File: src/rtl/nanov_uart_pkg.sv
// ----------------------------------------------------------------------------
// nanov_uart_pkg
//
// Shared definitions for the nanoV UART blocks.
//   uart_rx_state_t : receiver FSM states (IDLE, START, DATA, STOP, BREAK)
//   cycles_per_bit  : integer clocks per UART bit, shared with the transmitter
// ----------------------------------------------------------------------------
package nanov_uart_pkg;

    typedef enum logic [2:0] {
        IDLE  = 3'd0,
        START = 3'd1,
        DATA  = 3'd2,
        STOP  = 3'd3,
        BREAK = 3'd4
    } uart_rx_state_t;

    function automatic int cycles_per_bit(input int clk_hz, input int bit_rate);
        return clk_hz / bit_rate;
    endfunction

endpackage

File: src/rtl/nanov_rx_fifo.sv
// ----------------------------------------------------------------------------
// nanov_rx_fifo
//
// Synchronous first-word-fall-through circular buffer for received bytes.
// The head entry is visible on rdata whenever valid is high; a pop advances
// the head on the next clock edge.
//
// Ports:
//   clk      in   system clock
//   rst_n    in   synchronous active-low reset (empties the buffer)
//   push     in   write wdata this cycle
//   wdata    in   byte to store
//   pop      in   advance the head (ignored when empty)
//   rdata    out  head entry, 0 while empty
//   valid    out  buffer non-empty
//   overflow out  single-cycle pulse: push refused because the buffer is full
// ----------------------------------------------------------------------------
module nanov_rx_fifo
    import nanov_uart_pkg::*;
#(
    parameter int DEPTH = 4,
    parameter int WIDTH = 8
) (
    input  logic             clk,
    input  logic             rst_n,
    input  logic             push,
    input  logic [WIDTH-1:0] wdata,
    input  logic             pop,
    output logic [WIDTH-1:0] rdata,
    output logic             valid,
    output logic             overflow
);

    localparam int AW = $clog2(DEPTH);
    localparam logic [AW:0] DEPTH_C = (AW + 1)'(DEPTH);

    logic [WIDTH-1:0] mem_q [DEPTH];
    logic [AW-1:0]    wr_ptr_q, wr_ptr_d;
    logic [AW-1:0]    rd_ptr_q, rd_ptr_d;
    logic [AW:0]      cnt_q, cnt_d;

    logic full;
    logic pop_ok;
    logic push_ok;

    always_comb begin
        full     = (cnt_q == DEPTH_C);
        pop_ok   = pop && (cnt_q != '0);
        // A pop in the same cycle frees the slot, so a full buffer can still
        // accept the incoming byte.
        push_ok  = push && (!full || pop_ok);
        overflow = push && full && !pop_ok;

        wr_ptr_d = wr_ptr_q;
        rd_ptr_d = rd_ptr_q;
        cnt_d    = cnt_q;
        if (push_ok) begin
            wr_ptr_d = wr_ptr_q + 1'b1;
        end
        if (pop_ok) begin
            rd_ptr_d = rd_ptr_q + 1'b1;
        end
        if (push_ok && !pop_ok) begin
            cnt_d = cnt_q + 1'b1;
        end else if (!push_ok && pop_ok) begin
            cnt_d = cnt_q - 1'b1;
        end
    end

    always_ff @(posedge clk) begin
        if (!rst_n) begin
            wr_ptr_q <= '0;
            rd_ptr_q <= '0;
            cnt_q    <= '0;
        end else begin
            wr_ptr_q <= wr_ptr_d;
            rd_ptr_q <= rd_ptr_d;
            cnt_q    <= cnt_d;
        end
    end

    // Storage is not reset; the output is masked while empty instead.
    always_ff @(posedge clk) begin
        if (push_ok) begin
            mem_q[wr_ptr_q] <= wdata;
        end
    end

    assign valid = (cnt_q != '0);
    assign rdata = valid ? mem_q[rd_ptr_q] : '0;

endmodule

File: src/rtl/nanov_uart_rx.sv
// ----------------------------------------------------------------------------
// nanov_uart_rx
//
// 8N1 UART receiver for the nanoV top. Synchronises the RX pad, samples each
// bit mid-period, validates start/stop bits and buffers received bytes for
// the CPU load path. Errors are reported through sticky flags.
//
// Build option: define NANOV_UART_RX_FIFO_EN to buffer FIFO_DEPTH bytes in a
// circular FIFO; otherwise a single holding register plus valid bit is used.
//
// Ports:
//   clk       in   system clock, posedge
//   rst_n     in   synchronous active-low reset
//   uart_rxd  in   asynchronous RX line, idle high
//   rd_en     in   pop the head byte (ignored when empty)
//   clr_err   in   clear frame_err and overrun (a same-cycle new error wins)
//   rx_data   out  head byte, first-word fall-through
//   rx_valid  out  buffer non-empty
//   frame_err out  sticky: stop bit sampled low
//   overrun   out  sticky: byte dropped because the buffer was full
// ----------------------------------------------------------------------------
module nanov_uart_rx
    import nanov_uart_pkg::*;
#(
    parameter int CLK_HZ     = 20_000_000,
    parameter int BIT_RATE   = 115_200,
    parameter int FIFO_DEPTH = 4
) (
    input  logic       clk,
    input  logic       rst_n,
    input  logic       uart_rxd,
    input  logic       rd_en,
    input  logic       clr_err,
    output logic [7:0] rx_data,
    output logic       rx_valid,
    output logic       frame_err,
    output logic       overrun
);

    localparam int CPB   = cycles_per_bit(CLK_HZ, BIT_RATE);
    localparam int HALF  = CPB / 2;
    localparam int CNT_W = $clog2(CPB);
    localparam logic [CNT_W-1:0] CNT_LAST = CNT_W'(CPB - 1);
    localparam logic [CNT_W-1:0] CNT_MID  = CNT_W'(HALF - 1);

    if (FIFO_DEPTH < 2 || (FIFO_DEPTH & (FIFO_DEPTH - 1)) != 0) begin : g_bad_depth
        $error("FIFO_DEPTH must be a power of two and at least 2");
    end

    // ------------------------------------------------------------------
    // Two-flop synchroniser; both stages reset to the idle (high) level so
    // reset never looks like a start bit.
    // ------------------------------------------------------------------
    logic rxd_meta_q;
    logic rxd_s_q;

    always_ff @(posedge clk) begin
        if (!rst_n) begin
            rxd_meta_q <= 1'b1;
            rxd_s_q    <= 1'b1;
        end else begin
            rxd_meta_q <= uart_rxd;
            rxd_s_q    <= rxd_meta_q;
        end
    end

    // ------------------------------------------------------------------
    // Receive FSM
    // ------------------------------------------------------------------
    uart_rx_state_t   state_q, state_d;
    logic [CNT_W-1:0] cnt_q, cnt_d;
    logic [2:0]       bit_idx_q, bit_idx_d;
    logic [7:0]       shift_q, shift_d;
    logic             byte_push;
    logic             frame_set;

    always_comb begin
        state_d   = state_q;
        cnt_d     = cnt_q + 1'b1;
        bit_idx_d = bit_idx_q;
        shift_d   = shift_q;
        byte_push = 1'b0;
        frame_set = 1'b0;

        unique case (state_q)
            IDLE: begin
                cnt_d = '0;
                if (!rxd_s_q) begin
                    state_d = START;
                end
            end
            START: begin
                // Re-check the start bit at its midpoint to reject glitches.
                if (cnt_q == CNT_MID) begin
                    cnt_d     = '0;
                    bit_idx_d = '0;
                    state_d   = rxd_s_q ? IDLE : DATA;
                end
            end
            DATA: begin
                if (cnt_q == CNT_LAST) begin
                    cnt_d     = '0;
                    shift_d   = {rxd_s_q, shift_q[7:1]};
                    bit_idx_d = bit_idx_q + 1'b1;
                    if (bit_idx_q == 3'd7) begin
                        state_d = STOP;
                    end
                end
            end
            STOP: begin
                // Leave for IDLE in the sample cycle so a start bit that
                // follows immediately is not missed.
                if (cnt_q == CNT_LAST) begin
                    cnt_d = '0;
                    if (rxd_s_q) begin
                        byte_push = 1'b1;
                        state_d   = IDLE;
                    end else begin
                        frame_set = 1'b1;
                        state_d   = BREAK;
                    end
                end
            end
            BREAK: begin
                // A held-low line must not be decoded as a stream of frames.
                cnt_d = '0;
                if (rxd_s_q) begin
                    state_d = IDLE;
                end
            end
            default: begin
                cnt_d   = '0;
                state_d = IDLE;
            end
        endcase
    end

    always_ff @(posedge clk) begin
        if (!rst_n) begin
            state_q   <= IDLE;
            cnt_q     <= '0;
            bit_idx_q <= '0;
            shift_q   <= '0;
        end else begin
            state_q   <= state_d;
            cnt_q     <= cnt_d;
            bit_idx_q <= bit_idx_d;
            shift_q   <= shift_d;
        end
    end

    // ------------------------------------------------------------------
    // Receive buffer
    // ------------------------------------------------------------------
    logic buf_overflow;

`ifdef NANOV_UART_RX_FIFO_EN
    nanov_rx_fifo #(
        .DEPTH (FIFO_DEPTH),
        .WIDTH (8)
    ) u_fifo (
        .clk      (clk),
        .rst_n    (rst_n),
        .push     (byte_push),
        .wdata    (shift_q),
        .pop      (rd_en),
        .rdata    (rx_data),
        .valid    (rx_valid),
        .overflow (buf_overflow)
    );
`else
    logic [7:0] hold_q, hold_d;
    logic       valid_q, valid_d;

    always_comb begin
        hold_d       = hold_q;
        valid_d      = valid_q;
        buf_overflow = 1'b0;
        if (byte_push && valid_q && !rd_en) begin
            // Keep the unread byte; the new one is lost.
            buf_overflow = 1'b1;
        end else begin
            if (rd_en) begin
                valid_d = 1'b0;
            end
            if (byte_push) begin
                hold_d  = shift_q;
                valid_d = 1'b1;
            end
        end
    end

    always_ff @(posedge clk) begin
        if (!rst_n) begin
            hold_q  <= '0;
            valid_q <= 1'b0;
        end else begin
            hold_q  <= hold_d;
            valid_q <= valid_d;
        end
    end

    assign rx_data  = hold_q;
    assign rx_valid = valid_q;
`endif

    // ------------------------------------------------------------------
    // Sticky error flags; a new error in the clear cycle keeps the flag set.
    // ------------------------------------------------------------------
    logic frame_err_q, frame_err_d;
    logic overrun_q, overrun_d;

    always_comb begin
        frame_err_d = (frame_err_q && !clr_err) || frame_set;
        overrun_d   = (overrun_q && !clr_err) || buf_overflow;
    end

    always_ff @(posedge clk) begin
        if (!rst_n) begin
            frame_err_q <= 1'b0;
            overrun_q   <= 1'b0;
        end else begin
            frame_err_q <= frame_err_d;
            overrun_q   <= overrun_d;
        end
    end

    assign frame_err = frame_err_q;
    assign overrun   = overrun_q;

endmodule

File: config.mk
export PLATFORM = sky130hd
export DESIGN_NAME = nanov_uart_rx
export DESIGN_NICKNAME = d
export VERILOG_FILES = /design/src/rtl/nanov_uart_pkg.sv /design/src/rtl/nanov_rx_fifo.sv /design/src/rtl/nanov_uart_rx.sv
export SDC_FILE = /design/constraint.sdc
export NUM_CORES = 1
export LEC_CHECK = 0
export CORE_MARGIN = 3
export CORE_UTILIZATION = 35
export CTS_CLUSTER_SIZE = 25
export DETAILED_ROUTE_END_ITERATION = 6
export SYNTH_ARGS = -nofsm -noshare
export SYNTH_HDL_FRONTEND = slang
export SYNTH_SLANG_ARGS = --single-unit
File: constraint.sdc
create_clock -name clk -period 2.15 [get_ports clk]
set_input_delay 0.43 -clock clk [delete_from_list [all_inputs] [get_ports clk]]
set_output_delay 0.43 -clock clk [all_outputs]
set_load 0.1 [all_outputs]
# == After elaboration in Yosys (flattened, before gate mapping) ==
# Cells that the tools add are included.
# word_totals
reg_bits,35
input_bits,5
out_inout_bits,11
elab_cells,67
# op_classes
add_sub_neg,2
n_eq_ne,13
muxes,24
n_bitwise,1
n_reduce_logical,17
# ops
operator,n
two-way mux 3 bit,9
two-way mux 8 bit,2
one-hot mux 8 bit (2 select lines),1
one-hot mux 3 bit (5 select lines),1
!= test 2 bit (second input constant),6
two-way mux 1 bit,9
adder 8 x 1 -> 8 bit (second input constant),1
equality test 8 x 7 -> 1 bit (second input constant),1
equality test 8 bit (second input constant),1
equality test 3 x 2 -> 1 bit (second input constant),2
equality test 3 bit (second input constant),2
one-hot mux 3 bit (2 select lines),1
AND reduction 2 bit,3
AND reduction 6 bit,1
logical AND 1 bit,4
nonzero test 2 bit,2
adder 3 x 1 -> 3 bit (second input constant),1
equality test 3 x 1 -> 1 bit (second input constant),1
zero test 3 bit,1
AND reduction 3 bit,1
zero test 1 bit,2
logical OR 1 bit,2
two-way mux 2 bit,1
OR reduction 2 bit,1
NOT 1 bit,1

# == Depth between registers and ports, before layout ==
# logic_depth
word_depth,7
depth_mapped,7
depth_no_buf,6

# == Worst setup path before layout ==
# Ideal clock, no wire load.
# synth_timing
path_kind,register -> register
startpoint,"register valid_q, in the netlist rx_valid"
endpoint,"register hold_q[0], in the netlist rx_data[0]"
setup_ns,0.120
arrival_time_ns,1.785
t_required_ns,2.030
slack_ns,0.246
stages_incl_launch_ff,6
n_path_buf,1
synth_period_minus_slack_ns,1.904
path_cell_list,dfxtp_1 -> nor2b_1 -> or4_4 -> buf_6 -> mux2i_1 -> nor2b_1
# synth_between
elab_chain_cells,4
# synth_lines
element,line_no,rtl
from (decl),nanov_uart_rx.sv:173,"logic valid_q, valid_d;"
from (signal assigned),nanov_uart_rx.sv:199,valid_q <= valid_d;
logical AND 1 bit (2 in a row),nanov_uart_rx.sv:179,if (byte_push && valid_q && !rd_en) begin
NOT 1 bit (no line),-,
AND reduction 2 bit (no line),-,
to (signal assigned),nanov_uart_rx.sv:198,hold_q <= hold_d;
to (decl),nanov_uart_rx.sv:172,"logic [7:0] hold_q, hold_d;"
# No other way between the ends.
# A chain may end at the register's enable or synchronous reset.

# == Final worst setup path ==
# layout_timing
startpoint,register state_q[1]
endpoint,register bit_idx_q[2]
# layout_between
elab_chain_cells,3
elab_cells_between_ends,7
# layout_lines
element,line_no,rtl
from (decl),nanov_uart_rx.sv:70,"uart_rx_state_t state_q, state_d;"
from (signal assigned),nanov_uart_rx.sv:145,state_q <= state_d;
equality test 3 x 2 -> 1 bit or equality test 3 x 1 -> 1 bit (tied branches),nanov_uart_rx.sv:85,unique case (state_q)
!= test 2 bit (no line) or nonzero test 2 bit (tied branches),-,
AND reduction 3 bit (no line),-,
to (signal assigned),nanov_uart_rx.sv:147,bit_idx_q <= bit_idx_d;
to (decl),nanov_uart_rx.sv:72,"logic [2:0] bit_idx_q, bit_idx_d;"
# Parallel ways exist; a longest one is shown, timed or not.

==> impl_metrics.prom <==
# TYPE chip_impl_metric gauge
chip_impl_metric{name="multi_input_comb_area",unit="µm²"} 810.8
chip_impl_metric{name="insertedDiodeCount",unit=""} 0
chip_impl_metric{name="place.gp.congestion",unit=""} 0.7725
chip_impl_metric{name="placementRows",unit=""} 23
chip_impl_metric{name="io_buffer_count",unit=""} 15
chip_impl_info{name="critPathSlowestCell",value="sky130_fd_sc_hd__dfxtp_1"} 1
chip_impl_metric{name="max_slew_margin",unit="%"} 62.32
chip_impl_metric{name="power.ir.vdd_worst",unit="mV"} 0.2632
chip_impl_metric{name="global_route.usage.total",unit="%"} 11.92
chip_impl_metric{name="antenna_violating_nets_post_route",unit=""} 0
chip_impl_metric{name="leakage_power_total",unit="nW"} 0.7599
chip_impl_metric{name="crit_path_max_fanout",unit=""} 11
chip_impl_metric{name="tightest_slew",unit="ns"} 0.5592
chip_impl_metric{name="postRouteWirelength",unit="mm"} 2.825
chip_impl_metric{name="drt_iter0_markers",unit=""} 19
chip_impl_metric{name="power_per_cell_area",unit="nW/µm²"} 625.1
chip_impl_info{name="cell_at_the_root_of_the_clock_tree",value="sky130_fd_sc_hd__clkbuf_8"} 1
chip_impl_metric{name="floorplan.initialDensity",unit="%"} 37.77
chip_impl_metric{name="global_route_wire_length_before_repair",unit="mm"} 5.043
chip_impl_info{name="critical_path_class",value="register to register"} 1
chip_impl_metric{name="cts.repair_timing.setup_buffer_count",unit=""} 0
chip_impl_metric{name="cap_violations",unit=""} 0
chip_impl_metric{name="pin_count",unit=""} 16
chip_impl_info{name="cp_cell_instances",value="nor3b_2, nand4_1, buf_4, o41ai_2, mux2i_1"} 1
chip_impl_metric{name="portion_of_the_post_synthesis_area_used_by_sequential_elements",unit="%"} 44.76
chip_impl_metric{name="synthesized_net_count",unit=""} 163
chip_impl_metric{name="synth.distinct_cells",unit=""} 42
chip_impl_metric{name="postSynth.asyncResetShare",unit="%"} 0
chip_impl_metric{name="required",unit="ns"} 2.36
chip_impl_metric{name="finalHoldViolations",unit=""} 0
chip_impl_metric{name="netlist_instances",unit=""} 153
chip_impl_metric{name="floorplan.die_area",unit="µm²"} 5311
chip_impl_metric{name="die_y",unit="µm"} 72.88
chip_impl_metric{name="post_cts.resized_instances",unit=""} 0
chip_impl_metric{name="finalClockSkew",unit="ns"} 0.003763
chip_impl_metric{name="clk_pin_slew_worst_paths",unit="ns"} 0.07
chip_impl_metric{name="netlist_area",unit="µm²"} 1565
chip_impl_metric{name="wire_length_per_cell",unit="µm"} 12.67
chip_impl_metric{name="signed_area_change_from_the_synthesized_netlist_to_the_final_layout",unit="%"} 16.23
chip_impl_info{name="leading_cell_types_in_the_layout_fill_and_taps_excluded",value="35 x sky130_fd_sc_hd__dfxtp_1, 19 x sky130_fd_sc_hd__nor2b_1, 19 x sky130_fd_sc_hd__mux2i_1, 14 x sky130_fd_sc_hd__buf_4, 12 x sky130_fd_sc_hd__nor2_1"} 1
chip_impl_info{name="cts_tree",value="done"} 1
chip_impl_metric{name="fp.dieW",unit="µm"} 72.88
chip_impl_info{name="yosys_most_used_dff",value="sky130_fd_sc_hd__dfxtp_1"} 1
chip_impl_metric{name="core_area",unit="µm²"} 4144
chip_impl_info{name="min_path_type",value="register to register"} 1
chip_impl_metric{name="fillCellCount",unit=""} 411
chip_impl_metric{name="htreeDepth",unit=""} 2
chip_impl_metric{name="fin_tns_setup",unit="ns"} 0
chip_impl_metric{name="synth-seq-cells",unit=""} 35
chip_impl_metric{name="fmax",unit="GHz"} 0.5640
chip_impl_metric{name="detailedRoute.firstPassIterationCount",unit=""} 4
chip_impl_metric{name="detailroute.via_count",unit=""} 1097
chip_impl_metric{name="grt_start_max_net_pins",unit=""} 17
chip_impl_metric{name="drive_gt1_share",unit="%"} 13.87
chip_impl_info{name="worstSetupStartpointType",value="register"} 1
chip_impl_metric{name="detailedPlace.worstSlack",unit="ns"} 0.1343
chip_impl_metric{name="cts_buffers",unit=""} 5
chip_impl_metric{name="avgViaCountPerCell",unit=""} 4.919
chip_impl_metric{name="cts_num_sinks",unit=""} 35
chip_impl_metric{name="setup_viol",unit=""} 0
chip_impl_metric{name="via_count_of_the_first_global_routing_pass",unit=""} 1113
chip_impl_metric{name="number_of_slew_limit_violations_in_the_final_report",unit=""} 0
chip_impl_metric{name="post-route-worst-setup-slack",unit="ns"} 0.3770
chip_impl_metric{name="layout.nets",unit=""} 182
chip_impl_metric{name="synth.yosys.warnings",unit=""} 0
chip_impl_metric{name="antenna_violations_before_repair",unit=""} 0
chip_impl_metric{name="area.sequential",unit="µm²"} 700.7
chip_impl_info{name="run_status",value="complete, no violations"} 1
chip_impl_metric{name="cp_slowest_stage_delay",unit="ns"} 0.57
chip_impl_metric{name="cp.arrival",unit="ns"} 1.98
chip_impl_metric{name="cts_buffer_depth",unit=""} 2
chip_impl_metric{name="synthesis.area_per_instance",unit="µm²"} 10.23
chip_impl_info{name="final_common_cell",value="sky130_fd_sc_hd__dfxtp_1"} 1
chip_impl_info{name="critical_path_capture_point_type",value="register"} 1
chip_impl_metric{name="min_period_over_period",unit="%"} 82.47
chip_impl_metric{name="post_route_drc_violation_count",unit=""} 0
chip_impl_metric{name="final.min_clock_period",unit="ns"} 1.773
chip_impl_metric{name="synth-edff-count",unit=""} 0
chip_impl_metric{name="hpwlAfterDp",unit="mm"} 2.098
chip_impl_metric{name="hold_buf_count_cts",unit=""} 0
chip_impl_metric{name="grt_remaining_overflow",unit=""} 0
chip_impl_metric{name="insertion_delay",unit="ns"} 0.28
chip_impl_info{name="grt_setup_unrepaired",value="false"} 1
-- routing by layer --
metal / vias to the layer above / wire, µm / global-route usage, %
met5: - / 0 / 0
li1: 566 / - / -
met2: 20 / 1352 / 20.34
met3: 4 / 122 / 4.270
met4: 0 / 33 / 3.074
met1: 507 / 1318 / 14.16
-- worst max-delay path: cells and delay by family (launching register included) --
| family | cells | cell delay [ns] |
|---|---|---|
| AND/OR/NAND/NOR | 2 | 0.56 |
| flip-flops | 1 | 0.57 |
| AO/OA/AOI/OAI | 1 | 0.12 |
| multiplexers | 1 | 0.25 |
| buffers and inverters | 1 | 0.21 |
-- area by class of cell --
class / count / share of cell area [%]
Multi-Input combinational cell: 107 / 44.57
Sequential cell: 35 / 38.51
Timing Repair Buffer: 18 / 7.978
Clock buffer: 7 / 4.195
Tap cell: 50 / 3.439
Inverter: 5 / 1.032
Clock inverter: 1 / 0.2751
-- stage by stage --
stage                     util [%]  hold slack [ns]  cells  instance area [µm²]  total power, W
after floorplan                  -           0.3863    153                 1565       0.0006898
after global placement       41.94           0.3943    215                 1738       0.0007045
after detailed placement     41.94           0.3909    215                 1738       0.0007050
after CTS                    43.90           0.4073    223                 1819        0.001156
after global routing         43.90           0.4658    223                 1819        0.001186
final                        43.90           0.4071    223                 1819        0.001137
-- synthesized netlist by cell type, types with 2 or more instances --
cell type / n / area, µm²
sky130_fd_sc_hd__nand2_1: 6 / 22.52
sky130_fd_sc_hd__o21a_1: 2 / 15.01
sky130_fd_sc_hd__dfxtp_1: 35 / 700.7
sky130_fd_sc_hd__ha_1: 5 / 62.56
sky130_fd_sc_hd__o21ai_0: 2 / 10.01
sky130_fd_sc_hd__nand2b_1: 3 / 18.77
sky130_fd_sc_hd__mux2i_1: 19 / 190.2
sky130_fd_sc_hd__and2_1: 2 / 12.51
sky130_fd_sc_hd__xnor2_1: 2 / 17.52
sky130_fd_sc_hd__nand3b_1: 2 / 15.01
sky130_fd_sc_hd__nor2b_1: 19 / 118.9
sky130_fd_sc_hd__clkbuf_1: 3 / 11.26
sky130_fd_sc_hd__xor2_1: 4 / 35.03
sky130_fd_sc_hd__nand3_1: 5 / 25.02
sky130_fd_sc_hd__nor2_1: 12 / 45.04
sky130_fd_sc_hd__inv_1: 5 / 18.77
sky130_fd_sc_hd__nand4_1: 2 / 12.51
-- final timing paths --
kind                            startpoint      endpoint  slack, ns  cells past startpoint
worst max-delay path            state_q[1]  bit_idx_q[2]       0.38                      5
worst min register to register  rxd_meta_q       rxd_s_q       0.41                      1
worst max register to register  state_q[1]  bit_idx_q[2]       0.38                      5
worst min-delay path            rxd_meta_q       rxd_s_q       0.41                      1
-- power by group --
group	internal (W)	switching (W)	total [W]
Clock	0.000227	0.000220	0.000447
Sequential	0.000652	0.00000510	0.000657
Combinational	0.0000187	0.0000146	0.0000333
-- flip-flops by register name (all words and copies together) (netlist names) --
signal and cells:
bit_idx_q 3, cnt_q 8, frame_err 1, overrun 1, rx_data 8, rx_valid 1
rxd_meta_q 1, rxd_s_q 1, shift_q 8, state_q 3
-- cell families after synthesis --
| family | share of synthesized area [%] |
|---|---|
| flops | 44.76 |
| simple gates | 25.50 |
| xor+xnor | 3.357 |
| buf+inv | 3.437 |
| fa+ha+maj | 3.997 |
| compound gates | 6.795 |
| mux | 12.15 |
No activity file was read; power rests on OpenSTA's default activity.
